--- config.mk ---
export PLATFORM = sky130hd
export DESIGN_NAME = lsu_mem_if_flat
export DESIGN_NICKNAME = d
export VERILOG_FILES = /design/src/rtl/lsu_mem_if_if.sv /design/src/rtl/lsu_mem_if.sv /design/src/flat_wrapper.sv
export SDC_FILE = /design/constraint.sdc
export NUM_CORES = 1
export LEC_CHECK = 0
export ABC_AREA = 1
export CAP_MARGIN = 20
export CORE_MARGIN = 3
export CORE_UTILIZATION = 30
export DETAILED_ROUTE_END_ITERATION = 10
export PLACE_DENSITY = 0.59
export SLEW_MARGIN = 40
export SYNTH_ARGS = -nofsm -noshare
export SYNTH_HDL_FRONTEND = slang
export SYNTH_SLANG_ARGS = --single-unit
--- constraint.sdc ---
create_clock -name clk -period 1.6 [get_ports clk]
set_input_delay 0.24 -clock clk [delete_from_list [all_inputs] [get_ports clk]]
set_output_delay 0.24 -clock clk [all_outputs]
set_load 0.005 [all_outputs]
--- src/rtl/lsu_mem_if_if.sv ---
// Bundle of the request, response and memory-side signals of the load/store unit.
// The slave modport is the LSU; the master modport is the core plus memory around it.
interface lsu_mem_if_if;
    logic        req_valid;
    logic        req_ready;
    logic        req_we;
    logic [2:0]  req_funct3;
    logic [31:0] req_addr;
    logic [31:0] req_wdata;
    logic        rsp_valid;
    logic        rsp_err;
    logic [31:0] rsp_rdata;
    logic [31:0] mem_addr;
    logic [31:0] mem_wdata;
    logic        mem_rd_strobe;
    logic [3:0]  mem_wr_strobe;
    logic [31:0] mem_rdata;

    modport slave (
        input  req_valid, req_we, req_funct3, req_addr, req_wdata, mem_rdata,
        output req_ready, rsp_valid, rsp_err, rsp_rdata,
        output mem_addr, mem_wdata, mem_rd_strobe, mem_wr_strobe
    );

    modport master (
        output req_valid, req_we, req_funct3, req_addr, req_wdata, mem_rdata,
        input  req_ready, rsp_valid, rsp_err, rsp_rdata,
        input  mem_addr, mem_wdata, mem_rd_strobe, mem_wr_strobe
    );
endinterface

--- src/rtl/lsu_mem_if.sv ---
// Load/store unit: turns one RV32I byte/half/word request into an aligned, lane-strobed
// memory access and returns extended load data, store completion or an error response.
module lsu_mem_if (
    input  logic        clk,
    input  logic        rst,
    lsu_mem_if_if.slave bus
);
    typedef enum logic [1:0] {
        IDLE   = 2'd0,
        ACCESS = 2'd1,
        LWAIT  = 2'd2,
        RESP   = 2'd3
    } state_t;

    state_t      state_q, state_d;
    logic        we_q, we_d;
    logic [2:0]  funct3_q, funct3_d;
    logic [1:0]  lane_q, lane_d;
    logic        err_q, err_d;
    logic [3:0]  wmask_q, wmask_d;
    logic [31:0] mem_addr_q, mem_addr_d;
    logic [31:0] mem_wdata_q, mem_wdata_d;
    logic [31:0] rsp_rdata_q, rsp_rdata_d;

    logic        accept;
    logic        legal;
    logic [3:0]  req_mask;
    logic [31:0] req_wdata_rep;
    logic [31:0] ld_shifted;
    logic [7:0]  ld_byte;
    logic [15:0] ld_half;
    logic [31:0] ld_ext;

    assign accept = bus.req_valid & (state_q == IDLE);

    // funct3 3 and 6/7 are never legal; BU/HU only exist as loads.
    always_comb begin
        legal = 1'b0;
        case (bus.req_funct3)
            3'd0:    legal = 1'b1;
            3'd1:    legal = ~bus.req_addr[0];
            3'd2:    legal = (bus.req_addr[1:0] == 2'b00);
            3'd4:    legal = ~bus.req_we;
            3'd5:    legal = ~bus.req_we & ~bus.req_addr[0];
            default: legal = 1'b0;
        endcase
    end

    genvar gi;
    generate
        for (gi = 0; gi < 4; gi++) begin : g_lane
            assign req_mask[gi] =
                (bus.req_funct3[1:0] == 2'd0) ? (bus.req_addr[1:0] == 2'(gi)) :
                (bus.req_funct3[1:0] == 2'd1) ? (bus.req_addr[1] == 1'(gi / 2)) :
                (bus.req_funct3[1:0] == 2'd2);
            assign req_wdata_rep[8*gi +: 8] =
                (bus.req_funct3[1:0] == 2'd0) ? bus.req_wdata[7:0] :
                (bus.req_funct3[1:0] == 2'd1) ? bus.req_wdata[8*(gi % 2) +: 8] :
                                                bus.req_wdata[8*gi +: 8];
        end
    endgenerate

    assign ld_shifted = bus.mem_rdata >> {lane_q, 3'b000};
    assign ld_byte    = ld_shifted[7:0];
    assign ld_half    = lane_q[1] ? bus.mem_rdata[31:16] : bus.mem_rdata[15:0];

    always_comb begin
        ld_ext = 32'h0;
        case (funct3_q)
            3'd0:    ld_ext = {{24{ld_byte[7]}}, ld_byte};
            3'd1:    ld_ext = {{16{ld_half[15]}}, ld_half};
            3'd2:    ld_ext = bus.mem_rdata;
            3'd4:    ld_ext = {24'h0, ld_byte};
            3'd5:    ld_ext = {16'h0, ld_half};
            default: ld_ext = 32'h0;
        endcase
    end

    always_comb begin
        state_d     = state_q;
        we_d        = we_q;
        funct3_d    = funct3_q;
        lane_d      = lane_q;
        err_d       = err_q;
        wmask_d     = wmask_q;
        mem_addr_d  = mem_addr_q;
        mem_wdata_d = mem_wdata_q;
        rsp_rdata_d = rsp_rdata_q;

        case (state_q)
            IDLE:    if (accept) state_d = legal ? ACCESS : RESP;
            ACCESS:  state_d = we_q ? RESP : LWAIT;
            LWAIT:   state_d = RESP;
            RESP:    state_d = IDLE;
            default: state_d = IDLE;
        endcase

        if (accept) begin
            we_d        = bus.req_we;
            funct3_d    = bus.req_funct3;
            lane_d      = bus.req_addr[1:0];
            err_d       = ~legal;
            wmask_d     = req_mask;
            mem_addr_d  = {bus.req_addr[31:2], 2'b00};
            mem_wdata_d = req_wdata_rep;
        end

        // Read data only changes when a response is about to be presented.
        if ((state_d == RESP) && (state_q != RESP)) begin
            rsp_rdata_d = (state_q == LWAIT) ? ld_ext : 32'h0;
        end
    end

    always_ff @(posedge clk) begin
        if (rst) begin
            state_q     <= IDLE;
            we_q        <= 1'b0;
            funct3_q    <= 3'd0;
            lane_q      <= 2'd0;
            err_q       <= 1'b0;
            wmask_q     <= 4'h0;
            mem_addr_q  <= 32'h0;
            mem_wdata_q <= 32'h0;
            rsp_rdata_q <= 32'h0;
        end else begin
            state_q     <= state_d;
            we_q        <= we_d;
            funct3_q    <= funct3_d;
            lane_q      <= lane_d;
            err_q       <= err_d;
            wmask_q     <= wmask_d;
            mem_addr_q  <= mem_addr_d;
            mem_wdata_q <= mem_wdata_d;
            rsp_rdata_q <= rsp_rdata_d;
        end
    end

    assign bus.req_ready     = (state_q == IDLE);
    assign bus.rsp_valid     = (state_q == RESP);
    assign bus.rsp_err       = (state_q == RESP) & err_q;
    assign bus.rsp_rdata     = rsp_rdata_q;
    assign bus.mem_addr      = mem_addr_q;
    assign bus.mem_wdata     = mem_wdata_q;
    // Strobes are masked by reset so an aborted access can never reach memory.
    assign bus.mem_rd_strobe = ~rst & (state_q == ACCESS) & ~we_q;
    assign bus.mem_wr_strobe = (~rst && (state_q == ACCESS) && we_q) ? wmask_q : 4'h0;
endmodule

--- src/flat_wrapper.sv ---
// flat-port wrapper written by rule: the top's interface ports become plain ports
module lsu_mem_if_flat 
  (clk, rst, bus_req_valid, bus_req_we, bus_req_funct3, bus_req_addr, bus_req_wdata, bus_mem_rdata, bus_req_ready, bus_rsp_valid, bus_rsp_err, bus_rsp_rdata, bus_mem_addr, bus_mem_wdata, bus_mem_rd_strobe, bus_mem_wr_strobe);
  lsu_mem_if_if bus_i ();
  input  logic clk;
  input  logic rst;
  input wire logic [$bits(bus_i.req_valid)-1:0] bus_req_valid;
  input wire logic [$bits(bus_i.req_we)-1:0] bus_req_we;
  input wire logic [$bits(bus_i.req_funct3)-1:0] bus_req_funct3;
  input wire logic [$bits(bus_i.req_addr)-1:0] bus_req_addr;
  input wire logic [$bits(bus_i.req_wdata)-1:0] bus_req_wdata;
  input wire logic [$bits(bus_i.mem_rdata)-1:0] bus_mem_rdata;
  output wire logic [$bits(bus_i.req_ready)-1:0] bus_req_ready;
  output wire logic [$bits(bus_i.rsp_valid)-1:0] bus_rsp_valid;
  output wire logic [$bits(bus_i.rsp_err)-1:0] bus_rsp_err;
  output wire logic [$bits(bus_i.rsp_rdata)-1:0] bus_rsp_rdata;
  output wire logic [$bits(bus_i.mem_addr)-1:0] bus_mem_addr;
  output wire logic [$bits(bus_i.mem_wdata)-1:0] bus_mem_wdata;
  output wire logic [$bits(bus_i.mem_rd_strobe)-1:0] bus_mem_rd_strobe;
  output wire logic [$bits(bus_i.mem_wr_strobe)-1:0] bus_mem_wr_strobe;
  assign bus_i.req_valid = bus_req_valid;
  assign bus_i.req_we = bus_req_we;
  assign bus_i.req_funct3 = bus_req_funct3;
  assign bus_i.req_addr = bus_req_addr;
  assign bus_i.req_wdata = bus_req_wdata;
  assign bus_i.mem_rdata = bus_mem_rdata;
  assign bus_req_ready = bus_i.req_ready;
  assign bus_rsp_valid = bus_i.rsp_valid;
  assign bus_rsp_err = bus_i.rsp_err;
  assign bus_rsp_rdata = bus_i.rsp_rdata;
  assign bus_mem_addr = bus_i.mem_addr;
  assign bus_mem_wdata = bus_i.mem_wdata;
  assign bus_mem_rd_strobe = bus_i.mem_rd_strobe;
  assign bus_mem_wr_strobe = bus_i.mem_wr_strobe;
  lsu_mem_if u_core (.clk(clk), .rst(rst), .bus(bus_i));
endmodule
==> results of run 1 <==
[worst max-delay path: stages, from the launching register on]
cell and delay [ns]:
sky130_fd_sc_hd__dfxtp_2 0.33, sky130_fd_sc_hd__inv_2 0.08, sky130_fd_sc_hd__buf_6 0.12, sky130_fd_sc_hd__ha_4 0.18, sky130_fd_sc_hd__nand2_4 0.08, sky130_fd_sc_hd__o21ai_4 0.15
sky130_fd_sc_hd__inv_2 0.07, sky130_fd_sc_hd__nand2_4 0.08, sky130_fd_sc_hd__nand2_8 0.10, sky130_fd_sc_hd__buf_4 0.17, sky130_fd_sc_hd__inv_6 0.07, sky130_fd_sc_hd__clkbuf_16 0.15
sky130_fd_sc_hd__a21oi_2 0.05
[flip-flops by register name, summed over array words and instances, names as in the netlist]
signal and count:
u_core.bus.mem_addr 30, u_core.bus.mem_wdata 32, u_core.bus.rsp_rdata 32, u_core.err_q 1
u_core.funct3_q 3, u_core.lane_q 2, u_core.state_q 2, u_core.we_q 1
u_core.wmask_q 4
[repair_timing]
item / CTS / global route
cloned: 4 / 1
resized for setup: 65 / 63
endpoints found under the setup margin: 77 / 53
hold buffers: 0 / 0
pin swaps: 16 / 21
buffers inserted: 5 / 7
[cell families after synthesis]
group,count (synthesis),synth area share (%)
and+or+nand+nor,379,28.5
AOI/OAI and AO/OA,156,17.6
buffers and inverters,154,12.7
DFF,107,40.2
adders and majority gates,4,0.939
other,1,0.0704
[routing by layer]
layer  wire length, µm  up-vias  global-route usage, %
met5                 0        -                      0
met3              1600       13                   6.49
met2              7980      178                   28.7
li1                  -     2958                      -
met1              7890     2517                   22.6
met4               191        0                   5.10
[final timing paths]
path	from	to	slack, ns	depth (start not counted)
max	u_core.state_q[1]	u_core.bus.rsp_rdata[23]	-0.14	12
min	bus_req_wdata[23]	u_core.bus.mem_wdata[23]	0.46	3
max reg2reg	u_core.state_q[1]	u_core.bus.rsp_rdata[23]	-0.14	12
min reg2reg	u_core.bus.mem_addr[26]	u_core.bus.mem_addr[26]	0.48	2
[power breakdown]
part / internal (W) / total, W / switching (W)
Clock: 0.00114 / 0.00226 / 0.00112
Sequential: 0.00361 / 0.00413 / 0.000517
Combinational: 0.00428 / 0.00827 / 0.00398
[final cells by class]
type | count | area share [%]
clock buffers | 10 | 2.78
flip-flops and latches | 107 | 24.9
clock inverters | 6 | 0.640
inverters | 103 | 4.67
well taps | 225 | 3.28
multi-input cells | 541 | 32.8
repair buffers | 268 | 30.9
[cells in the final DEF, fill, tap and decap left out, types with 2 or more instances in the layout]
cell type	Yosys	routed
sky130_fd_sc_hd__clkdlybuf4s50_1	0	196
sky130_fd_sc_hd__nand2_1	207	184
sky130_fd_sc_hd__nor2_1	145	138
sky130_fd_sc_hd__dfxtp_1	107	105
sky130_fd_sc_hd__inv_1	97	93
sky130_fd_sc_hd__o21ai_0	73	67
sky130_fd_sc_hd__buf_4	7	47
sky130_fd_sc_hd__a21oi_2	13	30
sky130_fd_sc_hd__a21oi_1	41	24
sky130_fd_sc_hd__nand2_2	5	21
sky130_fd_sc_hd__nand3_1	14	13
sky130_fd_sc_hd__clkbuf_16	0	10
sky130_fd_sc_hd__a211oi_1	8	8
sky130_fd_sc_hd__o221a_2	8	8
sky130_fd_sc_hd__o221ai_1	8	8
sky130_fd_sc_hd__buf_6	5	8
sky130_fd_sc_hd__inv_2	5	7
sky130_fd_sc_hd__nor2_2	1	6
sky130_fd_sc_hd__nand2_4	0	6
sky130_fd_sc_hd__buf_12	0	6
sky130_fd_sc_hd__inv_6	0	5
sky130_fd_sc_hd__ha_4	0	4
sky130_fd_sc_hd__buf_2	15	4
sky130_fd_sc_hd__nand3_4	1	3
sky130_fd_sc_hd__clkinv_4	0	3
sky130_fd_sc_hd__o21ai_2	0	3
sky130_fd_sc_hd__nor2_4	0	2
sky130_fd_sc_hd__o21ai_4	0	2
sky130_fd_sc_hd__o21ai_1	1	2
sky130_fd_sc_hd__nor2_8	2	2
sky130_fd_sc_hd__nor3_1	2	2
sky130_fd_sc_hd__a31oi_1	2	2
sky130_fd_sc_hd__conb_1	1	2
sky130_fd_sc_hd__clkbuf_2	0	2
sky130_fd_sc_hd__dlygate4sd2_1	0	2
sky130_fd_sc_hd__dfxtp_2	0	2
[per-stage QoR]
step	area (µm²)	setup WS, ns	std cells	TNS (ns)
floorplan	5340	0.0228	802	0
global placement	7790	-0.247	1230	-7.78
detailed placement	7790	-0.259	1230	-8.67
CTS	8410	-0.124	1255	-1.67
global route	8600	-0.225	1260	-5.71
finish	8600	-0.143	1260	-3.12
==> run summary, run 1 <==
The tools report the remaining global-route overflow as 0. In the routed design, unresolved DRC markers number 0. The die covers 19,400 µm². The number of placement rows was 48; the effective utilization at floorplan was 30.7%. The violation count after the first detailed-routing iteration was 253; the overall fraction of global-route tracks in use was 17.8%. Before antenna repair, the detailed router went through 4 iterations. For the number of global-route vias before repair, the log shows 5,556. The congestion estimate from routability-driven global placement came to 0.822. Clock tree synthesis inserted a total of 9 buffers.

In the synthesized netlist the async set-or-reset flop fraction comes to 0%. The synthesized netlist cell count was 801. The count of input and output buffers was 204. The tools report the placeable core region as 17,400 µm². Hold timing on the final database bottoms out at a slack of 0.458 ns.

Setup repair after global routing could not meet its margin everywhere. After the last flow step, the layout net total stands at 1,137. The worst hold path belongs to the class primary input to register. The x dimension of the die was 139 µm; the average wire per cell in the routed design was 14.0 µm. After synthesis, the netlist uses 32 different library cells. Counting instances in the post-synthesis netlist gives the leading cell types as sky130_fd_sc_hd__nand2_1 (207), sky130_fd_sc_hd__nor2_1 (145), sky130_fd_sc_hd__dfxtp_1 (107). The critical path is of the register to register type. 207 I/O pins were placed.

The critical path startpoint category is a register. Summing over every cut layer, the via total after detailed routing is 5,666. Of all cell types, the one taking the most synthesized area is sky130_fd_sc_hd__dfxtp_1. The data required time of the critical path was 1.85 ns. Of the available clock period, the critical path in the final layout requires 109%. The H-tree generated during clock tree synthesis spans 3 levels. The number of antenna diodes in the final layout is 0. Of all nets on the critical path, the largest fanout is 7.

The tools report the post-layout worst setup margin as -0.143 ns. The logs give 0 for the total count of max-transition violations in the final report and 49.5% for the fraction of the core area covered by cells at the end of the flow. Dividing the synthesized area by the synthesized cell count gives 6.65 µm². The flow ran to the end, but the final reports show violations.

The area growth from synthesis to layout is 61.3%. The run gives 17.7 mm as the sum of routed wire length over all layers. Headroom to the max-slew limit came out at 64.8%. The number of clock sinks seen by CTS came out at 107. Of the post-synthesis cell area, the dominant cell type holds 40.2%.

Between clock sinks in the finished design, the worst skew comes to 0.00801 ns. The share of cells above drive strength 1 came out at 18.2%. The dominant synthesized flop cell was sky130_fd_sc_hd__dfxtp_1. After synthesis, the cell types taking the most area are sky130_fd_sc_hd__dfxtp_1 (40%), sky130_fd_sc_hd__nand2_1 (15%), sky130_fd_sc_hd__nor2_1 (10%), sky130_fd_sc_hd__o21ai_0 (6.9%), sky130_fd_sc_hd__inv_1 (6.8%).

Yosys mapped a number of flops with a built-in enable equal to 0. The total of warnings raised by yosys is 0, and the placed wire-length estimate is 12.5 mm. The worst setup path is captured at a register. The logs give 5330 µm² for the netlist area before placement and 0 for the final-report hold violation count. The number of register bits inferred by synthesis is 107.

At the pin with the least slew margin, the transition time is 0.528 ns. The final reports fail on setup timing. The maximum vdd ir drop came out at 0.736 mV. Clock latency on the worst-skew pair: 0.36 ns.

The initial antenna violation count is 0, and the count of antenna-violating nets left after detailed routing is 0. The detailed-route vias per instance was 4.50. The floorplan step set the die height to 139 µm.

Area of the multi-input gates: 2820 µm². For this design the static power due to leakage is 3.82 nW. Entering global routing, the biggest net connects 48 pins.

Max-cap violations in this run came to 0. Total power: 0.0147 W. Power spread over the standard cell area amounts to 1700 nW/µm². The final-layout fill cell count was 1,803.

For the final-report setup violation count, the log shows 32. The sequential cells in the finished layout cover a total of 2140 µm². The first global-routing pass estimated 28.1 mm of wire. The shortest clock period the worst path allows after layout works out to 1.74 ns. For the data arrival at the endpoint of the critical path, the log shows 2.00 ns. The most frequently used cell type in the post-synthesis netlist was sky130_fd_sc_hd__nand2_1.

TritonCTS built the clock tree. Counting along the longest clock path gives a buffer depth of 2. The achievable frequency was 0.574 GHz.

After clock tree synthesis, the clock-pin slew on the worst setup and hold paths is 0.07 ns. The tools report the buffer cell driving the clock tree root as sky130_fd_sc_hd__clkbuf_16. The tools report the sequential fraction of the synthesis area as 40.2%.
Note: power is estimated with default switching activity, not from simulation.
==> run 2: changes to the inputs <==
--- a/config.mk
+++ b/config.mk
@@ -8,9 +8,10 @@
 export ABC_AREA = 1
 export CAP_MARGIN = 20
 export CORE_MARGIN = 3
-export CORE_UTILIZATION = 30
+export CORE_UTILIZATION = 40
+export CTS_CLUSTER_SIZE = 14
 export DETAILED_ROUTE_END_ITERATION = 10
-export PLACE_DENSITY = 0.59
+export PLACE_DENSITY = 0.75
 export SLEW_MARGIN = 40
 export SYNTH_ARGS = -nofsm -noshare
 export SYNTH_HDL_FRONTEND = slang
==> run 2 against run 1 <==
- the flow still finishes with violations (setup timing)
- clock-buffer cell count shrank 1
- routed wire length decreased by 2.1%
- via count up 1.5%
==> run summary, run 2 (same netlist as run 1, synthesis figures left out) <==
The logs give 12,800 µm² (-26%) for the placeable core region and 207 (unchanged) for the number of top-level pins. The met3 wirelength from detailed routing is 1.80 mm (+12%). Clock input transition at the sequential cells of the worst setup and hold paths: 0.07 ns (about the same). The H-tree depth was 3 (unchanged).

The logs give -0.159 ns (-0.0162 ns) for the post-layout worst setup margin and 0.568 GHz (-0.92%) for the achievable frequency. The uppermost layer routed was met4. For the aggregate negative setup slack, the log shows -4.73 ns (-1.62 ns). For the first-pass iteration count of the detailed router, the log shows 4 (unchanged). The data arrival at the endpoint of the critical path is 2.05 ns (+0.05 ns). Count of buffer and inverter cells on the critical path: 6 (unchanged). The maximum buffer depth of the clock tree is 2 (unchanged), and the count of input and output buffers is 204 (unchanged). The summed area of non-filler cells in the final layout is 8510 µm² (-0.98%).

The clock skew after layout is 0.00695 ns (-0.00106 ns), and the effective utilization at floorplan is 41.6% (+11 points). The logs give 0 (unchanged) for the initial antenna violation count and 0 (unchanged) for the final-report hold violation count. The run gives 0 (unchanged) as the total inserted antenna cells. The endpoint of the worst hold path was u_core.err_q. The overall fraction of global-route tracks in use was 23.0% (+5.1 points); the total count of max-transition violations in the final report was 0 (unchanged). The count of antenna-violating nets left after detailed routing is 0 (unchanged), and the average wire per cell in the routed design is 14.4 µm (+2.4%). The maximum vdd ir drop came out at 1.16 mV (+58%). In this run the most critical hold path is launched from u_core.err_q. The setup slack of the most critical reg-to-reg path was -0.16 ns (-0.02 ns). The via count came out at 5,752 (+1.5%). The number of clock buffers inserted by TritonCTS was 9 (unchanged); the number of violations of the max-capacitance limit was 0 (unchanged). The library cells used most frequently in the layout, excluding fill and tap cells, are sky130_fd_sc_hd__clkdlybuf4s50_1 (196), sky130_fd_sc_hd__nand2_1 (177), sky130_fd_sc_hd__nor2_1 (139).

Setup repair after global routing could not meet its margin everywhere. The endpoint identified for the worst register-to-register timing path is u_core.bus.rsp_rdata[18]. Leaving out fill and tap cells, the most frequent cell in the layout is sky130_fd_sc_hd__clkdlybuf4s50_1.

For the met2 layer wire length in the routed design, the log shows 8.21 mm (+2.9%). The detailed-route vias per instance is 4.78 (+6.2%). Worst max-slew margin expressed relative to the limit: 59.7% (-5.0 points). The number of global-route vias before repair is 5,516 (-0.72%). Critical path endpoint category: a register. Buffer cell driving the clock tree root: sky130_fd_sc_hd__clkbuf_16. The worst setup path is of the register to register kind. STA classifies the critical path startpoint as a register.

The run gives 0.0145 W (-1.3%) as the total power. The area overhead of the layout relative to synthesis works out to 59.7%. The kind of cell with the highest combined delay along the critical path is buffers and inverters. The signal on the critical path passes through inv_2 > buf_12 > ha_4 > buf_6 > nand2_4 > inv_8 > nand3_4 > nand2_2 > nand2_4 > buf_8 > buf_12 > nand2_2 > nand2_1 > a21oi_1.

TritonCTS built the clock tree. The clock latency on the worst-skew pair is 0.35 ns (about the same). The violation count after the first detailed-routing iteration came out at 441 (+74%). The run gives 41 (-15%) as the number of placement rows. The tools report the routability-driven placement congestion ratio as 0.911 (+11%). The flow ran to the end, but the final reports show violations. The run gives 107 (unchanged) as the number of clock sinks seen by CTS. The min-delay analysis places its worst path in the category register to register. The tools report the data required time of the critical path as 1.89 ns (+0.04 ns). The biggest cell delay along the critical path works out to 0.32 ns (about the same). The actual slew at the worst max-slew pin works out to 0.604 ns (+0.0754 ns).

The run gives 12.0 mm (-3.7%) as the placed wire-length estimate. The pin count of the biggest net entering global routing is 48 (unchanged), and the standby leakage power is 3.79 nW (-0.64%). The count of hold buffers inserted by post-cts repair came out at 0 (unchanged). The cell count of the worst hold path came out at 2 (-1). The final-report setup violation count is 41 (+28%).

The share of cells above drive strength 1 was 18.9% (+0.73 points). The tools report the sum of routed wire length over all layers as 17.3 mm (-2.1%). Share of the clock period used by the worst path after layout: 110% (+1.0 points). The logs give 1,129 (-37%) for the final-layout fill cell count and 0 (unchanged) for the post-detailed-route DRC marker count. The tools report the die footprint as 14,700 µm² (-24%). The power density over cell area is 1700 nW/µm² (-0.35%).

The depth of the worst register-to-register path came out at 14 (+2). The tools report the start of the worst register-to-register path as u_core.state_q[1]. The post-place instance area was 7680 µm² (-1.4%). The first-pass GRT wire length came out at 26.9 mm (-4.3%).

The number of nets in the final layout was 1,135 (-0.18%). The biggest fanout along the worst timing path is 8 (+1). The remaining global-route overflow is 0 (unchanged), and the height of the chip is 121 µm (-13%).

For this design, the slowest cell found on the critical path is sky130_fd_sc_hd__dfxtp_2. The met1 wire length was 6.95 mm (-12%); the x dimension of the die was 121 µm (-13%). The final reports fail on setup timing.

The shortest clock period the worst path allows after layout came out at 1.76 ns (+0.0162 ns).
==> run 2: changes by cell type in the layout (fill, tap and decap cells not counted), moves of 3 or more <==
| cell | delta |
|---|---|
| sky130_fd_sc_hd__inv_2 | +3 |
| sky130_fd_sc_hd__nand2_1 | -7 |
| sky130_fd_sc_hd__clkinv_4 | -3 |
| sky130_fd_sc_hd__buf_2 | -3 |
| sky130_fd_sc_hd__clkdlybuf4s15_2 | +3 |
| sky130_fd_sc_hd__nand2_2 | +10 |
==> run 2: what timing repair did <==
item | in CTS | in global routing
setup endpoints to repair | 65 | 94
gates cloned | 2 | 3
gates resized for setup | 87 | 44
buffers inserted | 14 | 1
pin swaps | 18 | 15
==> run 2: routing by layer <==
layer / track usage, % / up-vias
li1: - / 2948
met1: 27.3 / 2580
met2: 37.3 / 200
met3: 10.1 / 24
met4: 7.21 / 0
met5: 0 / -
==> run 2: worst max path at each step <==
stage | start | to | slack [ns] | cells past startpoint
floorplan | u_core.state_q[0] | u_core.bus.rsp_rdata[15] | 0.02 | 13
global placement | rst | bus_mem_wr_strobe[1] | -0.26 | 5
detailed placement | rst | bus_mem_wr_strobe[0] | -0.28 | 5
CTS | u_core.state_q[1] | u_core.bus.rsp_rdata[7] | -0.14 | 14
global route | u_core.state_q[1] | u_core.bus.rsp_rdata[7] | -0.26 | 14
finish | u_core.state_q[1] | u_core.bus.rsp_rdata[18] | -0.16 | 14
==> run 2: cell type report <==
cell class / count / area (µm²) / area share [%]
Clock inverter: 6 / 51.3 / 0.603
Multi-Input combinational cell: 541 / 2800 / 32.9
Inverter: 103 / 399 / 4.69
Clock buffer: 9 / 225 / 2.65
Tap cell: 172 / 215 / 2.53
Sequential cell: 107 / 2140 / 25.2
Timing Repair Buffer: 266 / 2680 / 31.5
==> run 2: worst register-to-register path, delay by kind of cell, from the launching register on <==
| family | cells | cell delay (ns) |
|---|---|---|
| AOI/OAI and AO/OA | 1 | 0.12 |
| adders and majority gates | 1 | 0.12 |
| buffers and inverters | 6 | 0.69 |
| DFF | 1 | 0.32 |
| and+or+nand+nor | 6 | 0.43 |
==> run 2: through the flow <==
| step | hold WS, ns | utilization, % | cells | setup WS (ns) |
|---|---|---|---|---|
| 2_1_floorplan | 0.318 | - | 802 | 0.0228 |
| 3_3_place_gp | 0.458 | 59.9 | 1171 | -0.260 |
| 3_5_place_dp | 0.460 | 59.9 | 1171 | -0.280 |
| 4_1_cts | 0.455 | 65.2 | 1202 | -0.140 |
| 5_1_grt | 0.499 | 66.4 | 1204 | -0.261 |
| 6_report | 0.468 | 66.4 | 1204 | -0.159 |
==> run 2: power breakdown <==
group,total [W],switching [W],internal [W]
sequential,0.00415,0.000541,0.00361
clock,0.00211,0.00105,0.00107
combinational,0.00819,0.00395,0.00425
==> run 3: changes to the inputs <==
--- a/config.mk
+++ b/config.mk
@@ -6,9 +6,11 @@
 export NUM_CORES = 1
 export LEC_CHECK = 0
 export ABC_AREA = 1
-export CAP_MARGIN = 20
+export ABC_CLOCK_PERIOD_IN_PS = 1600
+export CELL_PAD_IN_SITES_DETAIL_PLACEMENT = 1
+export CELL_PAD_IN_SITES_GLOBAL_PLACEMENT = 1
 export CORE_MARGIN = 3
-export CORE_UTILIZATION = 40
+export CORE_UTILIZATION = 27
 export CTS_CLUSTER_SIZE = 14
 export DETAILED_ROUTE_END_ITERATION = 10
 export PLACE_DENSITY = 0.75
==> run 3 against run 2 <==
- the run still ends with setup timing left
- global-route usage decreased by 4.4 points
- cell count up 7.0%
- clock power increased by 6%
- critical path type unchanged
- worst setup slack improved by 0.017 ns
- sequential share of layout area shrank 0.56 points
==> run summary, run 3 (same netlist as run 1, synthesis figures left out) <==
The flow ran to the end, but the final reports show violations. The final reports fail on setup timing. The number of placement rows is 50 (+22%), and the number of top-level pins is 207 (unchanged). The logs give 7840 µm² (+2.1%) for the post-place instance area and 6,056 (+9.8%) for the number of global-route vias before repair. The shortest clock period the worst path allows after layout is 1.74 ns (-0.0174 ns), and the final-report hold violation count is 0 (unchanged). The logs give 8710 µm² (+2.3%) for the summed area of non-filler cells in the final layout and 95 (+98%) for the pin count of the biggest net entering global routing.

The tools report the total count of max-transition violations in the final report as 0 (unchanged). The share of the clock period used by the worst path after layout works out to 109% (-1.1 points). The tools report the setup slack of the most critical reg-to-reg path as -0.14 ns (+0.02 ns).

The clock latency on the worst-skew pair was 0.36 ns (about the same). In the layout the commonest cells are sky130_fd_sc_hd__clkdlybuf4s50_1 (196), sky130_fd_sc_hd__nand2_1 (169), sky130_fd_sc_hd__nor2_1 (137). The number of clock buffers inserted by TritonCTS came out at 9 (unchanged). The tree is rooted in a sky130_fd_sc_hd__clkbuf_16. The tools report the area taken by flip-flops and latches as 2140 µm² (unchanged).

The share of cells above drive strength 1 was 19.4% (+0.48 points); the sum of routed wire length over all layers was 20.2 mm (+17%). The count of hold buffers inserted by post-cts repair was 0 (unchanged). The run gives 0 (unchanged) as the post-detailed-route DRC marker count. Traced cell by cell, the critical path runs through buf_6 > inv_6 > ha_4 > nand2_4 > o21ai_2 > inv_2 > nand2_4 > nand2_8 > buf_6 > buf_6 > nand2_2 > nand2_1 > a21oi_2.

The number of clock sinks seen by CTS is 107 (unchanged). The placeable core region is 19,000 µm² (+48%), and the data required time of the critical path is 1.89 ns (about the same). The tools report the first-pass GRT wire length as 32.4 mm (+20%). The run gives 0.00601 W (+8.6%) as the net switching component of the power. For the number of violations of the max-capacitance limit, the log shows 0 (unchanged).

The critical setup path kind was register to register. For the combinational share of power, the log shows 57.7% (+1.0 points). The count of buffer and inverter cells on the critical path came out at 5 (-1). The path class of the tightest hold or removal check is primary input to register. On the critical path the largest part of the delay comes from buffers and inverters. The run gives 0 (unchanged) as the initial antenna violation count. For the final-layout fill cell count, the log shows 2,365 (+110%).

The slowest stage cell on the critical path was sky130_fd_sc_hd__dfxtp_2. Area of the multi-input gates: 2880 µm² (+2.7%). Data arrival at the endpoint of the critical path: 2.03 ns (-0.02 ns). The logs give 3.80 nW (+0.30%) for the standby leakage power and 14.8% (+0.2 points) for the proportion of power drawn by the clock network. The detailed-route vias per instance is 4.55 (-4.8%), and the average wire per cell in the routed design is 15.7 µm (+9.4%). Leaving out fill and tap cells, the most frequent cell in the layout is sky130_fd_sc_hd__clkdlybuf4s50_1.

The via count is 5,861 (+1.9%), and the fraction of power spent switching nets is 39.7% (+1.5 points). The x dimension of the die came out at 146 µm (+21%). The biggest cell delay along the critical path came out at 0.33 ns (about the same).

In this design, the critical path's most frequently occurring cell is sky130_fd_sc_hd__buf_6. The tools report the final-report setup violation count as 29 (-29%). Count of antenna-violating nets left after detailed routing: 0 (unchanged). The tools report the violation count after the first detailed-routing iteration as 215 (-51%). The power density over cell area is 1740 nW/µm² (+2.3%). Clock input transition at the sequential cells of the worst setup and hold paths: 0.08 ns (about the same). The tools report the routability-driven placement congestion ratio as 0.810 (-11%). The number of nets in the final layout was 1,130 (-0.44%); the total internal power was 0.00912 W (+2.2%). The placed wire-length estimate is 14.1 mm (+18%), and the achievable frequency is 0.574 GHz (+1.0%). Maximum vdd ir drop: 0.653 mV (-44%). Setup repair after global routing could not meet its margin everywhere.

For the clock skew after layout, the log shows 0.00766 ns (+0.000715 ns). The worst setup path is captured at a register. The run gives 0 (unchanged) as the remaining global-route overflow. Height of the chip: 146 µm (+21%). The sequential fraction of design power is 27.5% (-1.2 points). From synthesis to final layout, the design area changed by 63.4%. The tools report the post-route non-filler standard cell count as 1,288 (+7.0%).

The biggest fanout along the worst timing path was 7 (-1). The worst setup path is launched from a register. The run gives 1,257 (+7.3%) as the number of cells in the design after placement. The first-pass iteration count of the detailed router was 4 (unchanged).

The post-layout worst setup margin is -0.142 ns (+0.0174 ns), and the effective utilization at floorplan is 28.0% (-14 points). Die footprint: 21,500 µm² (+46%). The overall fraction of global-route tracks in use was 18.5% (-4.4 points); the maximum buffer depth of the clock tree was 2 (unchanged). TritonCTS built the clock tree. The H-tree depth is 3 (unchanged), and the count of input and output buffers is 204 (unchanged).
[run 3: metal layers]
layer,up-vias,wire length (µm),GRT usage [%],part of all wire (%)
met2,169,9350,31.3,46
met5,-,0,0,0
met1,2747,8810,22.5,44
met3,14,1870,6.86,9.2
li1,2931,-,-,-
met4,0,211,4.28,1.0
[run 3: worst reg2reg max path: cells and delay by family, from the launching register on]
kind	cells	cell delay [ns]
AO/OA/AOI/OAI	2	0.26
buffers and inverters	5	0.51
adder cells (fa/ha/maj)	1	0.19
flip-flops	1	0.33
AND/OR/NAND/NOR	5	0.39
[run 3: per-stage QoR]
step	util, %	power (W)	hold slack (ns)	setup slack, ns	TNS [ns]
final	45.8	0.0151	0.475	-0.142	-2.22
after global routing	45.8	0.0163	0.473	-0.240	-5.24
after CTS	45.5	0.0152	0.457	-0.117	-2.64
after detailed placement	41.2	0.0111	0.477	-0.279	-8.34
after global placement	41.2	0.0109	0.461	-0.274	-6.46
after floorplan	-	0.00767	0.318	0.0228	0
[run 3: cell type report]
type,instances,area share (%)
antenna,1,0.0287
inverter,103,4.67
tap,260,3.74
clock inverter,6,0.718
sequential,107,24.6
multi-input combinational,541,33.0
clock buffer,9,2.59
timing repair buffer,261,30.6
[run 3: worst paths after layout]
kind                                         from                        to  depth (start not counted)
worst min register to register       u_core.err_q              u_core.err_q                          2
worst min-delay path            bus_req_wdata[23]  u_core.bus.mem_wdata[23]                          3
worst max register to register  u_core.state_q[0]  u_core.bus.rsp_rdata[16]                         13
worst max-delay path            u_core.state_q[0]  u_core.bus.rsp_rdata[16]                         13
[run 3: power groups by stage]
| stage | Combinational, W | Clock (W) | Sequential, W |
|---|---|---|---|
| after detailed placement | 0.00685 | 0 | 0.00421 |
| after global routing | 0.00964 | 0.00242 | 0.00428 |
| after global placement | 0.00672 | 0 | 0.00418 |
| after CTS | 0.00870 | 0.00229 | 0.00418 |
| final | 0.00873 | 0.00223 | 0.00416 |
| after floorplan | 0.00348 | 0 | 0.00419 |
[run 3: timing repair]
item / in CTS / in global routing
setup endpoints to repair: 52 / 42
gates resized for setup: 109 / 46
cloned: 6 / 0
buffers inserted: 11 / 3
pin swaps: 25 / 17
